--- src/rtl/vip_cmos_timing_gen_if.sv ---
// rtl/vip_cmos_timing_gen_if.sv - frame-memory read port and timed pixel output stream
interface vip_cmos_timing_gen_if #(
  parameter int DATA_W = 24,
  parameter int ADDR_W = 20,
  parameter int CNT_W  = 11
);
  logic              o_rd_en;
  logic [ADDR_W-1:0] o_rd_addr;
  logic [DATA_W-1:0] i_rd_data;
  logic              post_frame_vsync;
  logic              post_frame_href;
  logic              post_frame_clken;
  logic [DATA_W-1:0] post_img_data;
  logic [CNT_W-1:0]  post_x;
  logic [CNT_W-1:0]  post_y;

  modport master (
    output o_rd_en, o_rd_addr,
    input  i_rd_data,
    output post_frame_vsync, post_frame_href, post_frame_clken,
    output post_img_data, post_x, post_y
  );

  modport slave (
    input  o_rd_en, o_rd_addr,
    output i_rd_data,
    input  post_frame_vsync, post_frame_href, post_frame_clken,
    input  post_img_data, post_x, post_y
  );
endinterface

--- src/rtl/vip_cmos_timing_gen.sv ---
// rtl/vip_cmos_timing_gen.sv - camera timing source, memory or test-pattern pixels, 2-clk pipeline
// Test patterns (modes 1-3) are built only when VIP_TPG_PATTERN_EN is defined.
module vip_cmos_timing_gen #(
  parameter int IMG_HDISP = 640,
  parameter int IMG_VDISP = 480,
  parameter int H_SYNC    = 5,
  parameter int H_BACK    = 5,
  parameter int H_FRONT   = 5,
  parameter int V_SYNC    = 1,
  parameter int V_BACK    = 0,
  parameter int V_FRONT   = 1,
  parameter int CLKEN_DIV = 2,
  parameter int DATA_W    = 24,
  parameter int ADDR_W    = 20,
  parameter int CNT_W     = 11
) (
  input  logic                   clk,
  input  logic                   rst_n,
  input  logic                   i_enable,
  input  logic [1:0]             i_mode,
  vip_cmos_timing_gen_if.master  bus,
  output logic [15:0]            o_frame_cnt,
  output logic                   o_frame_done
);
  localparam int H_TOTAL = H_SYNC + H_BACK + IMG_HDISP + H_FRONT;
  localparam int V_TOTAL = V_SYNC + V_BACK + IMG_VDISP + V_FRONT;
  localparam int H_START = H_SYNC + H_BACK;
  localparam int V_START = V_SYNC + V_BACK;
  localparam int DIV_W   = (CLKEN_DIV > 1) ? $clog2(CLKEN_DIV) : 1;

  typedef enum logic {IDLE, RUN} state_t;
  state_t state_q, state_d;

  logic [DIV_W-1:0]  div_q, div_d;
  logic [CNT_W-1:0]  hcnt_q, hcnt_d, vcnt_q, vcnt_d;
  logic [1:0]        mode_q, mode_d, mode_in;
  logic [ADDR_W-1:0] addr_cnt_q, addr_cnt_d, addr1_q, addr1_d;
  logic              rd_en1_q, rd_en1_d, active1_q, active1_d, tick1_q, tick1_d;
  logic              vsync1_q, vsync1_d, end1_q, end1_d, mem1_q, mem1_d;
  logic [CNT_W-1:0]  x1_q, x1_d, y1_q, y1_d, x2_q, x2_d, y2_q, y2_d;
  logic [DATA_W-1:0] pat_d, pat1_q, pat1_d, pat2_q, pat2_d;
  logic              href2_q, href2_d, clken2_q, clken2_d, vsync2_q, vsync2_d;
  logic              done2_q, done2_d, mem2_q, mem2_d;
  logic [15:0]       frame_cnt_q, frame_cnt_d;

  logic             run, tick, h_last, v_last, frame_end, active;
  logic [CNT_W-1:0] x0, y0;

  assign run       = (state_q == RUN);
  assign tick      = run && (div_q == DIV_W'(CLKEN_DIV - 1));
  assign h_last    = (hcnt_q == CNT_W'(H_TOTAL - 1));
  assign v_last    = (vcnt_q == CNT_W'(V_TOTAL - 1));
  assign frame_end = tick && h_last && v_last;
  assign active    = run
                  && (vcnt_q >= CNT_W'(V_START)) && (vcnt_q < CNT_W'(V_START + IMG_VDISP))
                  && (hcnt_q >= CNT_W'(H_START)) && (hcnt_q < CNT_W'(H_START + IMG_HDISP));
  assign x0        = hcnt_q - CNT_W'(H_START);
  assign y0        = vcnt_q - CNT_W'(V_START);

`ifdef VIP_TPG_PATTERN_EN
  localparam int BAR_W = (IMG_HDISP / 8 > 0) ? IMG_HDISP / 8 : 1;
  logic [2:0]  bar;
  logic [23:0] pat24;
  assign mode_in = i_mode;

  always_comb begin
    bar = 3'd0;
    for (int b = 1; b < 8; b++) begin
      if (x0 >= CNT_W'(b * BAR_W)) bar = 3'(b);
    end
    pat24 = 24'h000000;
    case (mode_q)
      2'd1: begin
        case (bar)
          3'd0:    pat24 = 24'hFFFFFF;
          3'd1:    pat24 = 24'hFFFF00;
          3'd2:    pat24 = 24'h00FFFF;
          3'd3:    pat24 = 24'h00FF00;
          3'd4:    pat24 = 24'hFF00FF;
          3'd5:    pat24 = 24'hFF0000;
          3'd6:    pat24 = 24'h0000FF;
          default: pat24 = 24'h000000;
        endcase
      end
      2'd2:    pat24 = {3{x0[7:0]}};
      2'd3:    pat24 = (x0[5] ^ y0[5]) ? 24'hFFFFFF : 24'h000000;
      default: pat24 = 24'h000000;
    endcase
    pat_d = '0;
    if (DATA_W == 24) pat_d = DATA_W'(pat24);
  end
`else
  logic unused_mode;
  assign unused_mode = ^i_mode;
  assign mode_in     = 2'd0;
  assign pat_d       = '0;
`endif

  always_comb begin
    state_d    = state_q;
    div_d      = div_q;
    hcnt_d     = hcnt_q;
    vcnt_d     = vcnt_q;
    mode_d     = mode_q;
    addr_cnt_d = addr_cnt_q;
    case (state_q)
      IDLE: begin
        div_d      = '0;
        hcnt_d     = '0;
        vcnt_d     = '0;
        addr_cnt_d = '0;
        if (i_enable) begin
          state_d = RUN;
          mode_d  = mode_in;
        end
      end
      default: begin
        div_d = tick ? '0 : div_q + DIV_W'(1);
        if (tick) begin
          if (h_last) begin
            hcnt_d = '0;
            vcnt_d = v_last ? '0 : vcnt_q + CNT_W'(1);
          end else begin
            hcnt_d = hcnt_q + CNT_W'(1);
          end
          if (active) addr_cnt_d = addr_cnt_q + ADDR_W'(1);
        end
        // Enable and mode are only honoured at the frame boundary.
        if (frame_end) begin
          addr_cnt_d = '0;
          if (i_enable) mode_d = mode_in;
          else          state_d = IDLE;
        end
      end
    endcase

    rd_en1_d  = active && tick && (mode_q == 2'd0);
    addr1_d   = addr_cnt_q;
    active1_d = active;
    tick1_d   = tick;
    vsync1_d  = run && (vcnt_q >= CNT_W'(V_SYNC));
    end1_d    = run && frame_end;
    mem1_d    = (mode_q == 2'd0);
    x1_d      = active ? x0 : '0;
    y1_d      = active ? y0 : '0;
    pat1_d    = pat_d;

    href2_d     = active1_q;
    clken2_d    = active1_q && tick1_q;
    vsync2_d    = vsync1_q;
    done2_d     = end1_q;
    mem2_d      = mem1_q;
    x2_d        = x1_q;
    y2_d        = y1_q;
    pat2_d      = pat1_q;
    frame_cnt_d = frame_cnt_q + 16'(end1_q);
  end

  always_ff @(posedge clk or negedge rst_n) begin
    if (!rst_n) begin
      state_q     <= IDLE;
      div_q       <= '0;
      hcnt_q      <= '0;
      vcnt_q      <= '0;
      mode_q      <= '0;
      addr_cnt_q  <= '0;
      addr1_q     <= '0;
      rd_en1_q    <= 1'b0;
      active1_q   <= 1'b0;
      tick1_q     <= 1'b0;
      vsync1_q    <= 1'b0;
      end1_q      <= 1'b0;
      mem1_q      <= 1'b0;
      x1_q        <= '0;
      y1_q        <= '0;
      pat1_q      <= '0;
      href2_q     <= 1'b0;
      clken2_q    <= 1'b0;
      vsync2_q    <= 1'b0;
      done2_q     <= 1'b0;
      mem2_q      <= 1'b0;
      x2_q        <= '0;
      y2_q        <= '0;
      pat2_q      <= '0;
      frame_cnt_q <= '0;
    end else begin
      state_q     <= state_d;
      div_q       <= div_d;
      hcnt_q      <= hcnt_d;
      vcnt_q      <= vcnt_d;
      mode_q      <= mode_d;
      addr_cnt_q  <= addr_cnt_d;
      addr1_q     <= addr1_d;
      rd_en1_q    <= rd_en1_d;
      active1_q   <= active1_d;
      tick1_q     <= tick1_d;
      vsync1_q    <= vsync1_d;
      end1_q      <= end1_d;
      mem1_q      <= mem1_d;
      x1_q        <= x1_d;
      y1_q        <= y1_d;
      pat1_q      <= pat1_d;
      href2_q     <= href2_d;
      clken2_q    <= clken2_d;
      vsync2_q    <= vsync2_d;
      done2_q     <= done2_d;
      mem2_q      <= mem2_d;
      x2_q        <= x2_d;
      y2_q        <= y2_d;
      pat2_q      <= pat2_d;
      frame_cnt_q <= frame_cnt_d;
    end
  end

  // Memory data arrives during the Stage2 cycle, so it is muxed in rather than re-registered.
  assign bus.o_rd_en          = rd_en1_q;
  assign bus.o_rd_addr        = addr1_q;
  assign bus.post_frame_vsync = vsync2_q;
  assign bus.post_frame_href  = href2_q;
  assign bus.post_frame_clken = clken2_q;
  assign bus.post_img_data    = !clken2_q ? '0 : (mem2_q ? bus.i_rd_data : pat2_q);
  assign bus.post_x           = x2_q;
  assign bus.post_y           = y2_q;
  assign o_frame_cnt          = frame_cnt_q;
  assign o_frame_done         = done2_q;
endmodule

--- src/flat_wrapper.sv ---
// flat-port wrapper written by rule: the top's interface ports become plain ports
module vip_cmos_timing_gen_flat 
#(
  parameter int IMG_HDISP = 640,
  parameter int IMG_VDISP = 480,
  parameter int H_SYNC    = 5,
  parameter int H_BACK    = 5,
  parameter int H_FRONT   = 5,
  parameter int V_SYNC    = 1,
  parameter int V_BACK    = 0,
  parameter int V_FRONT   = 1,
  parameter int CLKEN_DIV = 2,
  parameter int DATA_W    = 24,
  parameter int ADDR_W    = 20,
  parameter int CNT_W     = 11
)
  (clk, rst_n, i_enable, i_mode, o_frame_cnt, o_frame_done, bus_o_rd_en, bus_o_rd_addr, bus_i_rd_data, bus_post_frame_vsync, bus_post_frame_href, bus_post_frame_clken, bus_post_img_data, bus_post_x, bus_post_y);
  vip_cmos_timing_gen_if #(.DATA_W(DATA_W), .ADDR_W(ADDR_W), .CNT_W(CNT_W)) bus_i ();
  input  logic clk;
  input  logic rst_n;
  input  logic i_enable;
  input  logic [1:0] i_mode;
  output logic [15:0] o_frame_cnt;
  output logic o_frame_done;
  output wire logic [$bits(bus_i.o_rd_en)-1:0] bus_o_rd_en;
  output wire logic [$bits(bus_i.o_rd_addr)-1:0] bus_o_rd_addr;
  input wire logic [$bits(bus_i.i_rd_data)-1:0] bus_i_rd_data;
  output wire logic [$bits(bus_i.post_frame_vsync)-1:0] bus_post_frame_vsync;
  output wire logic [$bits(bus_i.post_frame_href)-1:0] bus_post_frame_href;
  output wire logic [$bits(bus_i.post_frame_clken)-1:0] bus_post_frame_clken;
  output wire logic [$bits(bus_i.post_img_data)-1:0] bus_post_img_data;
  output wire logic [$bits(bus_i.post_x)-1:0] bus_post_x;
  output wire logic [$bits(bus_i.post_y)-1:0] bus_post_y;
  assign bus_o_rd_en = bus_i.o_rd_en;
  assign bus_o_rd_addr = bus_i.o_rd_addr;
  assign bus_i.i_rd_data = bus_i_rd_data;
  assign bus_post_frame_vsync = bus_i.post_frame_vsync;
  assign bus_post_frame_href = bus_i.post_frame_href;
  assign bus_post_frame_clken = bus_i.post_frame_clken;
  assign bus_post_img_data = bus_i.post_img_data;
  assign bus_post_x = bus_i.post_x;
  assign bus_post_y = bus_i.post_y;
  vip_cmos_timing_gen #(.IMG_HDISP(IMG_HDISP), .IMG_VDISP(IMG_VDISP), .H_SYNC(H_SYNC), .H_BACK(H_BACK), .H_FRONT(H_FRONT), .V_SYNC(V_SYNC), .V_BACK(V_BACK), .V_FRONT(V_FRONT), .CLKEN_DIV(CLKEN_DIV), .DATA_W(DATA_W), .ADDR_W(ADDR_W), .CNT_W(CNT_W)) u_core (.clk(clk), .rst_n(rst_n), .i_enable(i_enable), .i_mode(i_mode), .bus(bus_i), .o_frame_cnt(o_frame_cnt), .o_frame_done(o_frame_done));
endmodule
--- config.mk ---
export PLATFORM = sky130hd
export DESIGN_NAME = vip_cmos_timing_gen_flat
export DESIGN_NICKNAME = d
export VERILOG_FILES = /design/src/rtl/vip_cmos_timing_gen_if.sv /design/src/rtl/vip_cmos_timing_gen.sv /design/src/flat_wrapper.sv
export SDC_FILE = /design/constraint.sdc
export NUM_CORES = 1
export LEC_CHECK = 0
export CORE_MARGIN = 5
export CORE_UTILIZATION = 47
export DETAILED_ROUTE_END_ITERATION = 7
export PLACE_DENSITY = 0.89
export SYNTH_ARGS = -nofsm -noshare
export SYNTH_HDL_FRONTEND = slang
export SYNTH_SLANG_ARGS = --single-unit
export TNS_END_PERCENT = 20
--- constraint.sdc ---
create_clock -name clk -period 2.3 [get_ports clk]
set_clock_uncertainty 0.1 [all_clocks]
set_input_delay 0.345 -clock clk [delete_from_list [all_inputs] [get_ports clk]]
set_output_delay 0.345 -clock clk [all_outputs]
set_load 0.02 [all_outputs]
==> results.sh, run 1 <==
export IMPL_setup_violations=0
export IMPL_detail_route_vias_per_cell=5.41
export IMPL_layout_drive_gt1_share=0.145
export IMPL_critPathRequiredTime_ps=2490
export IMPL_drt_total_wl_mm=13.6
export IMPL_hp_start="u_core.y1_q[4]"
export IMPL_synth_compound_area_frac=0.0657
export IMPL_synth_most_common_cell="dfrtp_1"
export IMPL_yosysWarnings=0
export IMPL_period_minus_slack_ps=2250
export IMPL_antenna_found_initial=0
export IMPL_start_util=0.482
export IMPL_async_reset_ff_frac=1.00
export IMPL_path_cells="inv_1 > ha_1 > or3_1 > o41a_1 > nand3_2 > buf_12 > nand2b_2 > buf_12 > a21oi_1"
export IMPL_synth_edf_count=0
export IMPL_synth_top_cell_area_share=0.581
export IMPL_antenna_left=0
export IMPL_r2r_setup_slack_ps=50
export IMPL_hp_class="flop to flop"
export IMPL_ys_ff_latch=135
export IMPL_outcome="complete, no violations"
export IMPL_grt_pass1_vias=4672
export IMPL_std_cell_rows=40
export IMPL_place_hpwl_mm=9.42
export IMPL_drtIter0Drc=380
export IMPL_fin_crit_sh=0.977
export IMPL_crit_slowest_cell="dfrtp_1"
export IMPL_place_congestion=0.873
export IMPL_cp_max_fo=23
export IMPL_grt_overflow=0
export IMPL_worstSetupEndpointType="flop"
export IMPL_hold_depth=0
export IMPL_synthAdderAreaFrac=0.0237
export IMPL_fin_nets=708
export IMPL_synth_top_family_by_area="simple AND/OR/NAND/NOR gates"
export IMPL_ys_seq_area_frac=0.581
export IMPL_grtUsageTotal=0.194
export IMPL_reg2reg_from="u_core.vcnt_q[1]"
export IMPL_yosys_area_top_type="dfrtp_1"
export IMPL_drv_cap=0
export IMPL_vias=4595
export IMPL_ys_flop_type="dfrtp_1"
export IMPL_hold_end="u_core.bus.post_y[4]"
export IMPL_fmax_mhz=445
export IMPL_htreeDepth=4
export IMPL_die_h_um=121
export IMPL_switching_share=0.208
export IMPL_numCtsBuffers=17
export IMPL_cp_arrival_ps=2430
export IMPL_dpl_cell_area_um2=7380
export IMPL_syn_area_um2=5810
export IMPL_yosys_cell_types_count=54
export IMPL_worstMarginPinSlew_ps=534
export IMPL_clock_path_buffers=2
export IMPL_hold_viol=0
export IMPL_max_stage_delay_ps=400
export IMPL_fillerInstances=849
export IMPL_grt_max_degree=50
export IMPL_power_frac_seq=0.466
export IMPL_die_width_um=121
export IMPL_tns_ps=0
export IMPL_diodes=0
export IMPL_p_per_area_nw_per_um2=636
export IMPL_ys_top_cells_by_area="dfrtp_1 58%, xnor2_1 4.2%, and3_1 3.9%, nor2_1 3.1%, ha_1 2.4%"
export IMPL_ff2ff_path_depth=9
export IMPL_design_portCount=116
export IMPL_drc_errors=0
export IMPL_rsz0062_at_grt="yes"
export IMPL_syn_inst=522
export IMPL_pwr_share_comb=0.019
export IMPL_slew_headroom=0.644
export IMPL_synth_simple_area_share=0.222
export IMPL_stdcell_area_um2=8050
export IMPL_core_area_um2=12100
export IMPL_cts_tree="done"
export IMPL_cts_root_buf="clkbuf_16"
export IMPL_syn_nets=562
export IMPL_clock_sinks=135
export IMPL_final_util=0.667
export IMPL_wl_per_cell_um=16.0
export IMPL_fin_ws_ps=53.1
export IMPL_first_pass_iters=4
export IMPL_path_clk_slew_ps=60
export IMPL_worstSetupPathType="flop to flop"
export IMPL_p_clk_frac=0.516
export IMPL_synthToLayoutAreaGrowth_pct=38.5
export IMPL_r2r_end="u_core.y1_q[4]"
export IMPL_syn_area_per_cell_um2=11.1
export IMPL_synth_xor_area_share=0.0618
export IMPL_clk_latency_ps=410
export IMPL_vdd_ir_drop_max_mv=0.456
export IMPL_crit_path_start_kind="flop"
export IMPL_io_buffers=113
export IMPL_p_int_mw=4.05
export IMPL_leakagePower_nw=3.79
export IMPL_critPathMostFrequentCell="buf_12"
export IMPL_die_area_um2=14700
export IMPL_switchingPower_mw=1.06
export IMPL_synthTopCellsByCount="135 x dfrtp_1, 48 x nor2_1, 36 x and3_1"
export IMPL_grt_pass1_wl_mm=22.7
export IMPL_finalMaxSlewViolations=0
export IMPL_pre_cts_ws_ps=-14.4
export IMPL_muxShareOfSynthArea=0.00861
## area by class of cell
| class | instances | area [um2] | area share |
|---|---|---|---|
| repair buffers | 159 | 1560 | 0.194 |
| clock buffers | 18 | 439 | 0.0546 |
| well taps | 168 | 210 | 0.0261 |
| flip-flops and latches | 135 | 3380 | 0.420 |
| multi-input cells | 343 | 2260 | 0.281 |
| inverters | 12 | 45.0 | 0.00560 |
| clock inverters | 14 | 149 | 0.0185 |
## sequential cells by signal, indices dropped and copies added, names as in the netlist
signal and flops:
u_core.mem2_q 1, u_core.o_frame_done 1, u_core.bus.post_y 11, u_core.bus.o_rd_addr 20, u_core.div_q 1, u_core.vcnt_q 11, u_core.bus.o_rd_en 1, u_core.bus.post_frame_vsync 1
u_core.active1_q 1, u_core.bus.post_frame_clken 1, u_core.vsync1_q 1, u_core.run 1, u_core.o_frame_cnt 16, u_core.addr1_d 20, u_core.y1_q 11, u_core.bus.post_x 11
u_core.x1_q 11, u_core.bus.post_frame_href 1, u_core.mem1_q 1, u_core.tick1_q 1, u_core.done2_d 1, u_core.hcnt_q 11
## metal layers
metal	vias up	track usage	wire length (um)
met3	29	0.0527	848
li1	2136	-	-
met4	0	0.0868	299
met2	172	0.325	6950
met5	-	0	0
met1	2258	0.234	5480
## critical path, delay by kind of cell, from the launching register on
| kind | cells | cell delay, ps |
|---|---|---|
| simple gates | 3 | 600 |
| compound gates | 2 | 430 |
| flops | 1 | 400 |
| buf+inv | 3 | 390 |
| fa+ha+maj | 1 | 200 |
## how the worst max path moves through the flow
stage                                      from               endpoint  slack, ps  depth (start not counted)
finish                         u_core.vcnt_q[1]         u_core.y1_q[4]         50                          9
global route                   u_core.vcnt_q[1]         u_core.y1_q[4]        -40                          9
CTS                 u_core.bus.post_frame_clken  bus_post_img_data[17]         50                          2
detailed placement             u_core.vcnt_q[9]     u_core.addr1_d[10]        -10                          8
global placement               u_core.vcnt_q[9]     u_core.addr1_d[16]         60                          8
floorplan                      u_core.hcnt_q[4]     u_core.addr1_d[10]         70                          8
## per-stage QoR
stage	power, mW	std cells	hold WS [ps]
final	5.12	849	244
after global placement	2.52	814	231
after global routing	5.29	849	252
after detailed placement	2.52	814	236
after floorplan	2.43	522	-50.6
after CTS	5.17	847	247
## kinds of logic after synthesis
family,count (synthesis)
buf+inv,44
other cells,1
fa+ha+maj,11
simple gates,230
compound gates,55
flops,135
xor+xnor,41
mux,5
## cell usage in the layout (no fill, tap or decap), types with 3 or more instances in the layout
cell / instances
inv_1: 11
xnor2_1: 28
or4_1: 7
and2_1: 3
nor2_1: 48
mux2i_1: 5
ha_1: 10
and3_1: 36
a21oi_1: 21
dfrtp_1: 133
o31ai_1: 5
a31oi_1: 5
nor4_2: 3
or3_1: 3
nand4_1: 18
nand4b_1: 3
buf_4: 40
clkinvlp_4: 3
clkinv_2: 4
dlymetal6s2s_1: 3
xor2_1: 13
clkbuf_16: 17
nor4_1: 6
and4_1: 8
nor3_1: 12
nand3_1: 18
or4b_1: 4
o41ai_1: 7
o21a_1: 3
clkdlybuf4s50_1: 109
nand2b_1: 7
nand2_1: 35
o21ai_0: 4
buf_12: 6
## power by group through the flow
stage               Sequential (mW)  Clock [mW]  Combinational (mW)
floorplan                      2.42           0             0.00350
global placement               2.42           0              0.0942
detailed placement             2.42           0              0.0981
CTS                            2.38        2.69               0.100
global route                   2.38        2.80               0.111
finish                         2.38        2.64              0.0958
## repair_timing
item                                    in CTS  in global routing
setup buffers                                0                  2
hold endpoints to repair                    40                  0
endpoints found under the setup margin      27                 45
hold buffers                                 1                  0
pin swaps                                    0                  1
gates resized for setup                      3                 11
Power figures use the tool's default switching activity.
==> run 2: changes to the inputs <==
--- a/config.mk
+++ b/config.mk
@@ -9,6 +9,7 @@
 export CORE_UTILIZATION = 47
 export DETAILED_ROUTE_END_ITERATION = 7
 export PLACE_DENSITY = 0.89
+export SKIP_LAST_GASP = 1
 export SYNTH_ARGS = -nofsm -noshare
 export SYNTH_HDL_FRONTEND = slang
 export SYNTH_SLANG_ARGS = --single-unit
==> run 2 against run 1 <==
Net effect: sequential cell count unchanged; design area decreased by 0.16%; critical endpoint is now u_core.addr1_d[11]; critical path depth decreased by 3; non-clock buffer count unchanged; critical path type unchanged; combinational power about the same; largest power group unchanged.
==> results.sh, run 2 (synthesis gave the netlist of run 1 again) <==
export IMPL_finalMaxSlewViolations=0
export IMPL_crit_path_start_kind="flop"
export IMPL_htreeDepth=4
export IMPL_crit_end="u_core.addr1_d[11]"
export IMPL_final_util=0.666
export IMPL_critPathBufInv=1
export IMPL_diodes=0
export IMPL_clock_sinks=135
export IMPL_clk_latency_ps=420
export IMPL_switching_share=0.209
export IMPL_clock_path_buffers=2
export IMPL_switchingPower_mw=1.07
export IMPL_vias=4586
export IMPL_cts_tree="done"
export IMPL_path_clk_slew_ps=60
export IMPL_layout_commonest_cell="dfrtp_1"
export IMPL_core_area_um2=12100
export IMPL_max_stage_delay_ps=540
export IMPL_reg2reg_from="u_core.vcnt_q[6]"
export IMPL_fmax_mhz=446
export IMPL_crit_family="simple AND/OR/NAND/NOR gates"
export IMPL_path_cells="or4_4 > buf_4 > nor4_1 > and4bb_2 > and4_1 > o21a_1"
export IMPL_antenna_left=0
export IMPL_p_int_mw=4.05
export IMPL_outcome="complete, no violations"
export IMPL_grt_overflow=0
export IMPL_rsz0062_at_grt="yes"
export IMPL_grt_max_degree=50
export IMPL_drt_total_wl_mm=13.6
export IMPL_slew_headroom=0.644
export IMPL_fin_nets=708
export IMPL_r2r_end="u_core.addr1_d[11]"
export IMPL_io_buffers=113
export IMPL_std_cell_rows=40
export IMPL_power_frac_seq=0.465
export IMPL_fin_crit_sh=0.974
export IMPL_die_h_um=121
export IMPL_die_width_um=121
export IMPL_synthToLayoutAreaGrowth_pct=38.3
export IMPL_place_hpwl_mm=9.42
export IMPL_hold_viol=0
export IMPL_worstSetupPathType="flop to flop"
export IMPL_ff2ff_path_depth=6
export IMPL_layout_common_cells="133 x dfrtp_1, 112 x clkdlybuf4s50_1, 48 x nor2_1, 40 x buf_4, 36 x and3_1"
export IMPL_place_congestion=0.873
export IMPL_p_per_area_nw_per_um2=638
export IMPL_pwr_share_comb=0.019
export IMPL_drtIter0Drc=435
export IMPL_layout_drive_gt1_share=0.144
export IMPL_critPathRequiredTime_ps=2510
export IMPL_hp_class="flop to flop"
export IMPL_period_minus_slack_ps=2240
export IMPL_worstSetupEndpointType="flop"
export IMPL_cts_root_buf="clkbuf_16"
export IMPL_p_clk_frac=0.516
export IMPL_leakagePower_nw=3.73
export IMPL_grtUsageTotal=0.194
export IMPL_cp_max_fo=7
export IMPL_cp_arrival_ps=2450
export IMPL_design_portCount=116
export IMPL_tns_ps=0
export IMPL_crit_cells=6
export IMPL_drc_errors=0
export IMPL_numCtsBuffers=17
export IMPL_first_pass_iters=5
export IMPL_r2r_setup_slack_ps=60
export IMPL_setup_violations=0
export IMPL_die_area_um2=14700
export IMPL_wl_per_cell_um=16.1
export IMPL_crit_slowest_cell="or4_4"
export IMPL_start_util=0.482
export IMPL_worstMarginPinSlew_ps=534
export IMPL_crit_start="u_core.vcnt_q[6]"
export IMPL_antenna_found_initial=0
export IMPL_detail_route_vias_per_cell=5.40
export IMPL_drv_cap=0
export IMPL_vdd_ir_drop_max_mv=0.464
export IMPL_finalNonFillerCells=849
export IMPL_fillerInstances=855
export IMPL_placedCellCount=814
export IMPL_grt_pass1_vias=4674
export IMPL_grt_pass1_wl_mm=22.7
## run 2: cell types whose count changed in the layout (fill, tap and decap cells not counted)
| cell | delta |
|---|---|
| a21oi_2 | +1 |
| nor4_1 | +1 |
| dlymetal6s2s_1 | -3 |
| or2_4 | +1 |
| nor3_1 | +1 |
| nor3_2 | -1 |
| nor4_2 | -1 |
| clkdlybuf4s50_1 | +3 |
| a21oi_1 | -1 |
| or2_2 | -1 |
## run 2: worst min path at each step
stage,startpoint,to,slack [ps],depth (start not counted)
2_1_floorplan,rst_n,u_core.active1_q,-50,0
3_3_place_gp,u_core.y1_q[6],u_core.bus.post_y[6],230,0
3_5_place_dp,u_core.y1_q[10],u_core.bus.post_y[10],240,0
4_1_cts,u_core.y1_q[4],u_core.bus.post_y[4],250,0
5_1_grt,u_core.y1_q[3],u_core.bus.post_y[3],250,0
6_report,u_core.y1_q[4],u_core.bus.post_y[4],250,0
## run 2: repair_timing
| item | 4_1_cts | 5_1_grt |
|---|---|---|
| endpoints found under the setup margin | 27 | 53 |
| buffers inserted | 0 | 2 |
| endpoints found under the hold margin | 40 | 0 |
| pin swaps | 0 | 1 |
| gates resized for setup | 2 | 9 |
| hold buffers | 1 | 0 |
## run 2: metal layers
layer,GRT usage,vias up,share of wire
met4,0.0868,0,0.026
met3,0.0527,37,0.061
met2,0.325,165,0.51
met1,0.234,2253,0.40
met5,0,-,0
li1,-,2131,-
## run 2: metrics by stage
stage / hold slack (ps) / worst slack (ps) / power, mW / cell area, um2
floorplan: -50.6 / 68.2 / 2.43 / 5810
global placement: 231 / 58.1 / 2.52 / 7380
detailed placement: 236 / -14.4 / 2.52 / 7380
CTS: 247 / -23.4 / 5.17 / 7990
global route: 252 / -36.5 / 5.29 / 8030
finish: 245 / 59.4 / 5.12 / 8030
## run 2: cell type report
type | instances | area, um2 | share of cell area
multi-input combinational | 343 | 2260 | 0.281
clock inverter | 14 | 149 | 0.0185
clock buffer | 18 | 439 | 0.0547
sequential | 135 | 3380 | 0.421
tap | 168 | 210 | 0.0262
inverter | 12 | 45.0 | 0.00561
timing repair buffer | 159 | 1550 | 0.193
## run 2: power by group through the flow
| stage | clock (mW) | sequential, mW | combinational, mW |
|---|---|---|---|
| final | 2.65 | 2.38 | 0.0959 |
| after global routing | 2.80 | 2.38 | 0.111 |
| after CTS | 2.69 | 2.38 | 0.100 |
| after detailed placement | 0 | 2.42 | 0.0981 |
| after global placement | 0 | 2.42 | 0.0942 |
| after floorplan | 0 | 2.42 | 0.00350 |
